==> src/rtl/clock_display.sv <==
// clock_display
//   Captures the binary hour/min/sec fields from the timekeeping block and
//   converts each one to two BCD digits with a subtract-by-ten FSM. The six
//   digits (HH MM SS) are then scanned onto a shared active-low 7-segment bus.
//
//   state  | meaning
//   -------+-----------------------------------------------------------
//   IDLE   | watch inputs against the captured copy, latch on change
//   CONV_H | split the captured hour into tens/units
//   CONV_M | split the captured minute into tens/units
//   CONV_S | split the captured second into tens/units
//   COMMIT | load all display digits and err in one cycle
//
// Ports
//   clk, reset     system clock, synchronous active-high reset
//   enable         1 = scan runs, 0 = scan frozen and all digits dark
//   hour/min/sec   binary time fields (0..23 / 0..59 / 0..59)
//   seg, dp        active-low segments {g..a} and decimal point
//   digit_en       active-low one-hot strobe, bit 5 = hour tens
//   err            high while the range-error pattern is displayed
module clock_display #(
    parameter int SCAN_DIV   = 50000,
    parameter int BLANK_LEAD = 1
) (
    input  logic       clk,
    input  logic       reset,
    input  logic       enable,
    input  logic [4:0] hour,
    input  logic [5:0] min,
    input  logic [5:0] sec,
    output logic [6:0] seg,
    output logic       dp,
    output logic [5:0] digit_en,
    output logic       err
);

    localparam int PW = (SCAN_DIV > 2) ? $clog2(SCAN_DIV) : 1;
    localparam logic [PW-1:0] PRESC_LAST = PW'(SCAN_DIV - 1);

    typedef enum logic [2:0] {IDLE, CONV_H, CONV_M, CONV_S, COMMIT} state_t;
    state_t state, state_nx;

    logic [4:0] cap_hour;
    logic [5:0] cap_min, cap_sec;
    logic [5:0] rem;
    logic [3:0] tens_h, tens_m, tens_s;
    logic [3:0] unit_h, unit_m, unit_s;
    logic       err_pend;
    logic [3:0] disp_ht, disp_hu, disp_mt, disp_mu, disp_st, disp_su;
    logic       disp_err;
    logic       in_change, in_range, rem_ge10;

    logic [PW-1:0] presc;
    logic [2:0]    idx;
    logic [3:0]    digit;
    logic [6:0]    seg_digit, seg_nx;
    logic          dp_nx, blank_lead;

    assign in_change = {hour, min, sec} != {cap_hour, cap_min, cap_sec};
    assign in_range  = (hour <= 5'd23) && (min <= 6'd59) && (sec <= 6'd59);
    assign rem_ge10  = rem >= 6'd10;

    always_ff @(posedge clk) begin
        if (reset) state <= IDLE;
        else       state <= state_nx;
    end

    always_comb begin
        state_nx = state;
        case (state)
            IDLE:    if (in_change) state_nx = in_range ? CONV_H : COMMIT;
            CONV_H:  if (!rem_ge10) state_nx = CONV_M;
            CONV_M:  if (!rem_ge10) state_nx = CONV_S;
            CONV_S:  if (!rem_ge10) state_nx = COMMIT;
            COMMIT:  state_nx = IDLE;
            default: state_nx = IDLE;
        endcase
    end

    // Conversion datapath. Display digits only change in COMMIT, so the
    // scanned time is never a mix of old and new fields. An out-of-range
    // capture leaves the old digits in place behind the error pattern.
    always_ff @(posedge clk) begin
        if (reset) begin
            cap_hour <= '0;
            cap_min  <= '0;
            cap_sec  <= '0;
            rem      <= '0;
            tens_h   <= '0;
            tens_m   <= '0;
            tens_s   <= '0;
            unit_h   <= '0;
            unit_m   <= '0;
            unit_s   <= '0;
            err_pend <= 1'b0;
            disp_ht  <= '0;
            disp_hu  <= '0;
            disp_mt  <= '0;
            disp_mu  <= '0;
            disp_st  <= '0;
            disp_su  <= '0;
            disp_err <= 1'b0;
        end else begin
            case (state)
                IDLE: begin
                    if (in_change) begin
                        cap_hour <= hour;
                        cap_min  <= min;
                        cap_sec  <= sec;
                        err_pend <= !in_range;
                        rem      <= {1'b0, hour};
                        tens_h   <= '0;
                        tens_m   <= '0;
                        tens_s   <= '0;
                    end
                end
                CONV_H: begin
                    if (rem_ge10) begin
                        rem    <= rem - 6'd10;
                        tens_h <= tens_h + 4'd1;
                    end else begin
                        unit_h <= rem[3:0];
                        rem    <= cap_min;
                    end
                end
                CONV_M: begin
                    if (rem_ge10) begin
                        rem    <= rem - 6'd10;
                        tens_m <= tens_m + 4'd1;
                    end else begin
                        unit_m <= rem[3:0];
                        rem    <= cap_sec;
                    end
                end
                CONV_S: begin
                    if (rem_ge10) begin
                        rem    <= rem - 6'd10;
                        tens_s <= tens_s + 4'd1;
                    end else begin
                        unit_s <= rem[3:0];
                    end
                end
                COMMIT: begin
                    if (!err_pend) begin
                        disp_ht <= tens_h;
                        disp_hu <= unit_h;
                        disp_mt <= tens_m;
                        disp_mu <= unit_m;
                        disp_st <= tens_s;
                        disp_su <= unit_s;
                    end
                    disp_err <= err_pend;
                end
                default: ;
            endcase
        end
    end

    // Scan: prescaler and index freeze while disabled so scanning resumes
    // exactly where it stopped.
    always_ff @(posedge clk) begin
        if (reset) begin
            presc <= '0;
            idx   <= 3'd5;
        end else if (enable) begin
            if (presc == PRESC_LAST) begin
                presc <= '0;
                idx   <= (idx == 3'd0) ? 3'd5 : idx - 3'd1;
            end else begin
                presc <= presc + 1'b1;
            end
        end
    end

    always_comb begin
        digit = 4'd0;
        case (idx)
            3'd5:    digit = disp_ht;
            3'd4:    digit = disp_hu;
            3'd3:    digit = disp_mt;
            3'd2:    digit = disp_mu;
            3'd1:    digit = disp_st;
            3'd0:    digit = disp_su;
            default: digit = 4'd0;
        endcase
    end

    always_comb begin
        seg_digit = 7'h7F;
        case (digit)
            4'd0:    seg_digit = 7'h40;
            4'd1:    seg_digit = 7'h79;
            4'd2:    seg_digit = 7'h24;
            4'd3:    seg_digit = 7'h30;
            4'd4:    seg_digit = 7'h19;
            4'd5:    seg_digit = 7'h12;
            4'd6:    seg_digit = 7'h02;
            4'd7:    seg_digit = 7'h78;
            4'd8:    seg_digit = 7'h00;
            4'd9:    seg_digit = 7'h10;
            default: seg_digit = 7'h7F;
        endcase
    end

    assign blank_lead = (BLANK_LEAD != 0) && (idx == 3'd5) && (disp_ht == 4'd0);

    always_comb begin
        seg_nx = seg_digit;
        if (disp_err)        seg_nx = 7'h3F;
        else if (blank_lead) seg_nx = 7'h7F;
        // Separator dots blink with the seconds: lit on even seconds.
        dp_nx = !(!disp_err && ((idx == 3'd4) || (idx == 3'd2)) && !disp_su[0]);
    end

    // err is registered alongside seg so it tracks the pattern on the bus.
    always_ff @(posedge clk) begin
        if (reset) begin
            seg      <= 7'h7F;
            dp       <= 1'b1;
            digit_en <= 6'h3F;
            err      <= 1'b0;
        end else begin
            err <= disp_err;
            if (enable) begin
                seg      <= seg_nx;
                dp       <= dp_nx;
                digit_en <= ~(6'd1 << idx);
            end else begin
                seg      <= 7'h7F;
                dp       <= 1'b1;
                digit_en <= 6'h3F;
            end
        end
    end

endmodule

==> config.mk <==
export PLATFORM = sky130hd
export DESIGN_NAME = clock_display
export DESIGN_NICKNAME = d
export VERILOG_FILES = /design/src/rtl/clock_display.sv
export SDC_FILE = /design/constraint.sdc
export NUM_CORES = 1
export LEC_CHECK = 0
export ABC_AREA = 1
export CAP_MARGIN = 20
export CORE_MARGIN = 3
export CORE_UTILIZATION = 50
export CTS_BUF_LIST = sky130_fd_sc_hd__clkbuf_2
export CTS_CLUSTER_SIZE = 14
export DETAILED_ROUTE_END_ITERATION = 10
export GPL_TIMING_DRIVEN = 0
export PLACE_DENSITY_LB_ADDON = 0.25
export SYNTH_ARGS = -nofsm -noshare
export SYNTH_HDL_FRONTEND = slang
export SYNTH_SLANG_ARGS = --single-unit
==> constraint.sdc <==
create_clock -name clk -period 1.9 [get_ports clk]
set_input_delay 0.38 -clock clk [delete_from_list [all_inputs] [get_ports clk]]
set_output_delay 0.38 -clock clk [all_outputs]
set_load 0.02 [all_outputs]
# [Word level (Yosys, flattened, before mapping)]
# Memories as Yosys holds them, arrays and structs flattened.
# Cells that the tools add are included.
[totals] elab_cells=113 regBits=110 memories=1 rom_bits=112
[mem_list] name="(no name shown)" words=16 width=7 rd=1 rd_clocked_by_memory_dff=0 write_ports=0 line_no="190" source="case (digit)"
[op_classes] shift=1 magnitude_cmp=4 n_reduce_logical=30 mux=23 eq_ne=18 add_sub_neg=6 bitwise=4
[op_table] cell="$mux W6" count=4
[op_table] cell="$pmux W4 S2" count=3
[op_table] cell="$pmux W4 S6" count=1
[op_table] cell="$pmux W6 S4" count=1
[op_table] cell="$mux W3" count=6
[op_table] cell="$ne A17 B17 Y1" count=1
[op_table] cell="$add A16 B1 Y16 const B" count=1
[op_table] cell="$eq A16 B16 Y1 const B" count=1
[op_table] cell="$mux W16" count=1
[op_table] cell="$mux W4" count=4
[op_table] cell="$mux W7" count=2
[op_table] cell="$ne A2 B2 Y1 const B" count=7
[op_table] cell="$add A4 B1 Y4 const B" count=3
[op_table] cell="$eq A3 B2 Y1 const B" count=4
[op_table] cell="$le A6 B6 Y1 const B" count=2
[op_table] cell="$pmux W3 S4" count=1
[op_table] cell="$reduce_and A2 Y1" count=6
[op_table] cell="$reduce_and A3 Y1" count=4
[op_table] cell="$eq A3 B3 Y1 const B" count=3
[op_table] cell="$eq A3 B1 Y1 const B" count=2
[op_table] cell="$ge A6 B4 Y1 const B" count=1
[op_table] cell="$logic_not A3 Y1" count=2
[op_table] cell="$not A6 Y6" count=1
[op_table] cell="$reduce_bool A2 Y1" count=3
[op_table] cell="other kinds (13)" count=22

# [Longest topological paths before layout]
[logic_depth] word_depth=6 ltp_mapped=14 ltp_nobuf=14

# [Least setup slack after synthesis]
# No wires, ideal clock.
[synth_path] path_kind="register to register" startpoint="register idx[0]" endpoint="register seg[0]" t_arrival_ps=1495 path_buffers=0 path_stages_with_launch=12 setup_time_ps=126 path_slack_ps=279 path_cell_list="dfxtp_1 nor2_2 nand2_1 inv_1 nand2_1 nand2_1 inv_1 nand3b_1 inv_1 ha_1 o21ai_0 o21ai_0"
[synth_via] elab_chain_cells=3 elab_cells_between_ends=10 cone_classes="eq/ne (5); mux (1); reduce/logical (3); memory (1)"
[synth_rtl] item="start: declaration" line_no="54" source="logic [2:0] idx;"
[synth_rtl] item="start signal: assignment" line_no="168" source="idx <= (idx == 3'd0) ? 3'd5 : idx - 3'd1;"
[synth_rtl] item="$eq A3 B1 Y1, or another cell as far along" line_no="177" source="case (idx)"
[synth_rtl] item="$pmux W4 S6 or $logic_and A1 B1 Y1 (tied branches)" line_no="177, 205"
[synth_rtl] item="$mem_v2 Z16 W7 or $reduce_or A4 Y1 (tied branches)"
[synth_rtl] item="end signal: assignment" line_no="225" source="seg <= seg_nx;"
[synth_rtl] item="end: declaration" line_no="31" source="output logic [6:0] seg,"
# Several ways; a longest one is shown, not always the timed one.
# A chain may end at the register's enable or synchronous reset.

# [Final worst setup path]
[layout_path] startpoint="register state[2]" endpoint="register rem[2]"
[layout_via] elab_chain_cells=3 elab_cells_between_ends=9 cone_classes="eq/ne (5); mux (1); reduce/logical (3)"
[layout_rtl] item="start: declaration" line_no="41" source="state_t state, state_nx;"
[layout_rtl] item="start signal: assignment" line_no="65" source="else state <= state_nx;"
[layout_rtl] item="$eq A3 B2 Y1, or another cell as far along" line_no="104" source="case (state)"
[layout_rtl] item="$reduce_bool A4 Y1 (no source line) or $ne A2 B2 Y1 (tied branches)"
[layout_rtl] item="$reduce_and A3 Y1 (no source line)"
[layout_rtl] item="end signal: assignment" line_no="111" source="rem <= {1'b0, hour};"
[layout_rtl] item="end signal: assignment" line_no="119" source="rem <= rem - 6'd10;"
[layout_rtl] item="end signal: assignment" line_no="123" source="rem <= cap_min;"
[layout_rtl] item="end: declaration" line_no="45" source="logic [5:0] rem;"
# Several ways; a longest one is shown, not always the timed one.

==> impl_metrics.ini <==
[outcome]
outcome = completed

[die]
dieArea_sq_um = 11600
die_x_microns = 108
rows = 36
ios = 35
core_sq_um = 9910
initial_core_util_pct = 52.1
fp.dieH_microns = 108

[setup_path]
cp_data_required_time_ps = 2460
max_stage_delay_ps = 400
r2r_end = rem[2]$_SDFFE_PP0P_
cp-end-kind = flip-flop
path_common_cell = nor2_2
r2r-start = state[2]$_SDFFE_PP0P_
arrival_ps = 2380
crit_family = simple AND/OR/NAND/NOR gates
worstPathCellList = inv_2, nand2_2, nor2_2, inv_1, nor2_2, buf_4, nand2_1, nand4_1, nand3_1, a21oi_1
rr_worst_depth = 10
path_max_fanout = 10
critPathLaunchType = flip-flop
rrSetupSlack_ps = 90
critPathBufInv = 3
critPathKind = flip-flop to flip-flop
cpMaxStageDelayCell = dfxtp_2

[sta]
relSlewSlack_pct = 55.3
hold_viol = 0
fin_skew_ps = 48.1
finalCritPeriodShare_pct = 95.4
worstMarginPinSlew_ps = 671
worst_slack_ps = 88.3
report.final.slew_viol_count = 0
finalSetupTns_ps = 0
min_period_ps = 1810
setup_violations = 0
hold-worst-slack_ps = 378
max_freq_mhz = 552

[routing]
drtAntennaViolNets = 0
first_pass_iters = 7
num_vias = 4867
route.detailed.drc = 0
via_per_inst = 5.33
drt-total-wl_mm = 12.6
drt_iter0_drc = 317
wl_per_cell_microns = 13.8

[clocking]
path_clk_slew_ps = 270
clockBufferDepth = 2
cts_tree = done
ctsHoldBuffers = 0
cts-root-buf = clkbuf_2
cts.sinks = 110
htreeDepth = 3
cts_made_buffers = 9
clock_latency_ps = 630

[synthesis]
synth-compound-area-share_pct = 14.7
postSynthCellCount = 719
synth_top_family_by_area = simple AND/OR/NAND/NOR gates
synth-seq-cells = 110
ys_seq_area_share_pct = 42.6
synth-xor-area-share_pct = 3.73
yosys.area_share.simple_pct = 28.8
synth_top_area_share_pct = 42.6
syn-num-nets = 749
synth.area.top_cells = dfxtp_1 (43%), nand2_1 (11%), a21oi_1 (7.8%), inv_1 (5.2%), nand3_1 (5.0%)
yosys.area.top_type = dfxtp_1
netlist_area_sq_um = 5170
synthMuxAreaShare_pct = 0
synth_cell_types = 36
avgSynthCellArea_sq_um = 7.19
yosys_warnings = 0
synth-adder-area-share_pct = 2.42

[grt]
grt_first_pass_wirelength_mm = 20.8
grt-ovfl-total = 0
antenna_found_initial = 0
grt_max_degree = 18
grt_pass1_vias = 4489
grtUsageTotal_pct = 22.4

[finish]
drive_above_1_share_pct = 11.2
final_area_sq_um = 5890
final_core_util_pct = 59.4
insertedDiodeCount = 0
layout_common_cells = nand2_1 (153), dfxtp_1 (101), a21oi_1 (80)
multi_input_area_sq_um = 2610
final_cell_count_no_fill = 913
final_common_cell = nand2_1
fillerInstances = 953
syn2layout_area_growth_pct = 14.0
fin_nets = 805
seq_area_sq_um = 2220

[placed_design]
placed_cells = 886
placed_cell_area_sq_um = 5670
routabilityCongestion = 0.908
hpwl_mm = 9.32
numPortBuffers = 34
pre_cts_ws_ps = -466

[power_and_ir_drop]
p_sw_mw = 2.56
sw_frac_of_total_pct = 40.6
intPower_mw = 3.75
p_total_mw = 6.31
p_clk_share_pct = 15.0
comb_power_share_pct = 36.7
seq_power_share_pct = 48.3
ir_worst_vdd_mv = 0.633
power_density_nw_per_um2 = 1070
p_leak_nw = 2.34

[hold_path]
whs_path_depth = 3
hp-class = primary input to flip-flop
min_from = sec[3]
whs_endpoint = cap_sec[3]$_SDFFE_PP0P_

[run]
maxCapViolations = 0
[kinds of logic (layout without fill, tap and decap cells)]
logic type / after synthesis / count (layout)
compound gates: 144 / 144
flops: 110 / 110
xor+xnor: 22 / 22
simple gates: 332 / 332
fa+ha+maj: 10 / 10
buf+inv: 101 / 162
[power by group through the flow]
stage | clock network (mW) | registers [mW] | logic, mW
after CTS | 0.967 | 3.02 | 2.22
after global routing | 1.07 | 3.09 | 2.61
final | 0.948 | 3.05 | 2.31
after global placement | 0 | 3.06 | 2.19
after detailed placement | 0 | 3.07 | 2.23
after floorplan | 0 | 3.01 | 1.67
[worst max-delay path by stage]
stage,end,slack [ps],cells after the start,startpoint
2_1_floorplan,seg[0]$_SDFF_PP1_,280,11,idx[0]$_SDFFE_PP1P_
3_3_place_gp,presc[9]$_SDFFE_PP0P_,-480,7,enable
3_5_place_dp,presc[9]$_SDFFE_PP0P_,-470,7,enable
4_1_cts,seg[3]$_SDFF_PP1_,10,11,idx[0]$_SDFFE_PP1P_
5_1_grt,tens_m[2]$_SDFFE_PP0P_,-60,11,cap_min[1]$_SDFFE_PP0P_
6_report,rem[2]$_SDFFE_PP0P_,90,10,state[2]$_SDFFE_PP0P_
[repair_timing]
item / 4_1_cts / 5_1_grt
pin swaps: 0 / 3
setup endpoints to repair: 19 / 55
gates resized for setup: 19 / 27
buffers inserted: 1 / 10
[metal layers]
layer  up-vias  global-route usage, %  share of wire (%)
met5         -                      0                  0
met4         0                   6.94                1.8
met3        24                   5.94                6.4
met2       149                   38.1                 48
met1      2219                   27.7                 44
li1       2475                      -                  -
[final cells by class]
type / count / area share, %
Multi-Input combinational cell: 508 / 44.2
Sequential cell: 110 / 37.7
Timing Repair Buffer: 45 / 6.86
Inverter: 79 / 5.03
Tap cell: 133 / 2.82
Buffer: 22 / 1.87
Clock buffer: 11 / 0.935
Clock inverter: 5 / 0.595
[sequential cells by signal (all words and copies together), names as in the netlist, 5 cells and up]
register	cells
presc	16
seg	7
cap_min	6
cap_sec	6
digit_en	6
rem	6
cap_hour	5
[cells in the mapped netlist]
master,number
nand2_1,156
dfxtp_1,110
a21oi_1,81
inv_1,71
nor2_1,66
nand3_1,52
o21ai_0,49
nand4_1,18
clkbuf_1,14
xnor2_1,13
nor3_1,12
ha_1,10
nand2_2,9
xor2_1,9
inv_2,7
nor2_2,5
buf_2,4
buf_4,4
nand3b_1,3
nor2_4,3
nor4_1,3
o22ai_1,3
a211oi_1,2
nand3_2,2
nor3_4,2
a21oi_2,1
a21oi_4,1
a31oi_1,1
clkinv_1,1
o2111ai_1,1
o211ai_1,1
o21a_1,1
o21ai_1,1
o21bai_1,1
o311ai_0,1
or2_2,1
[worst min-delay path, stage by stage]
cell and delay [ps]:
clkdlybuf4s50_1 460, nand3_1 100, a21oi_1 60
Note: power is estimated with default switching activity, not from simulation.
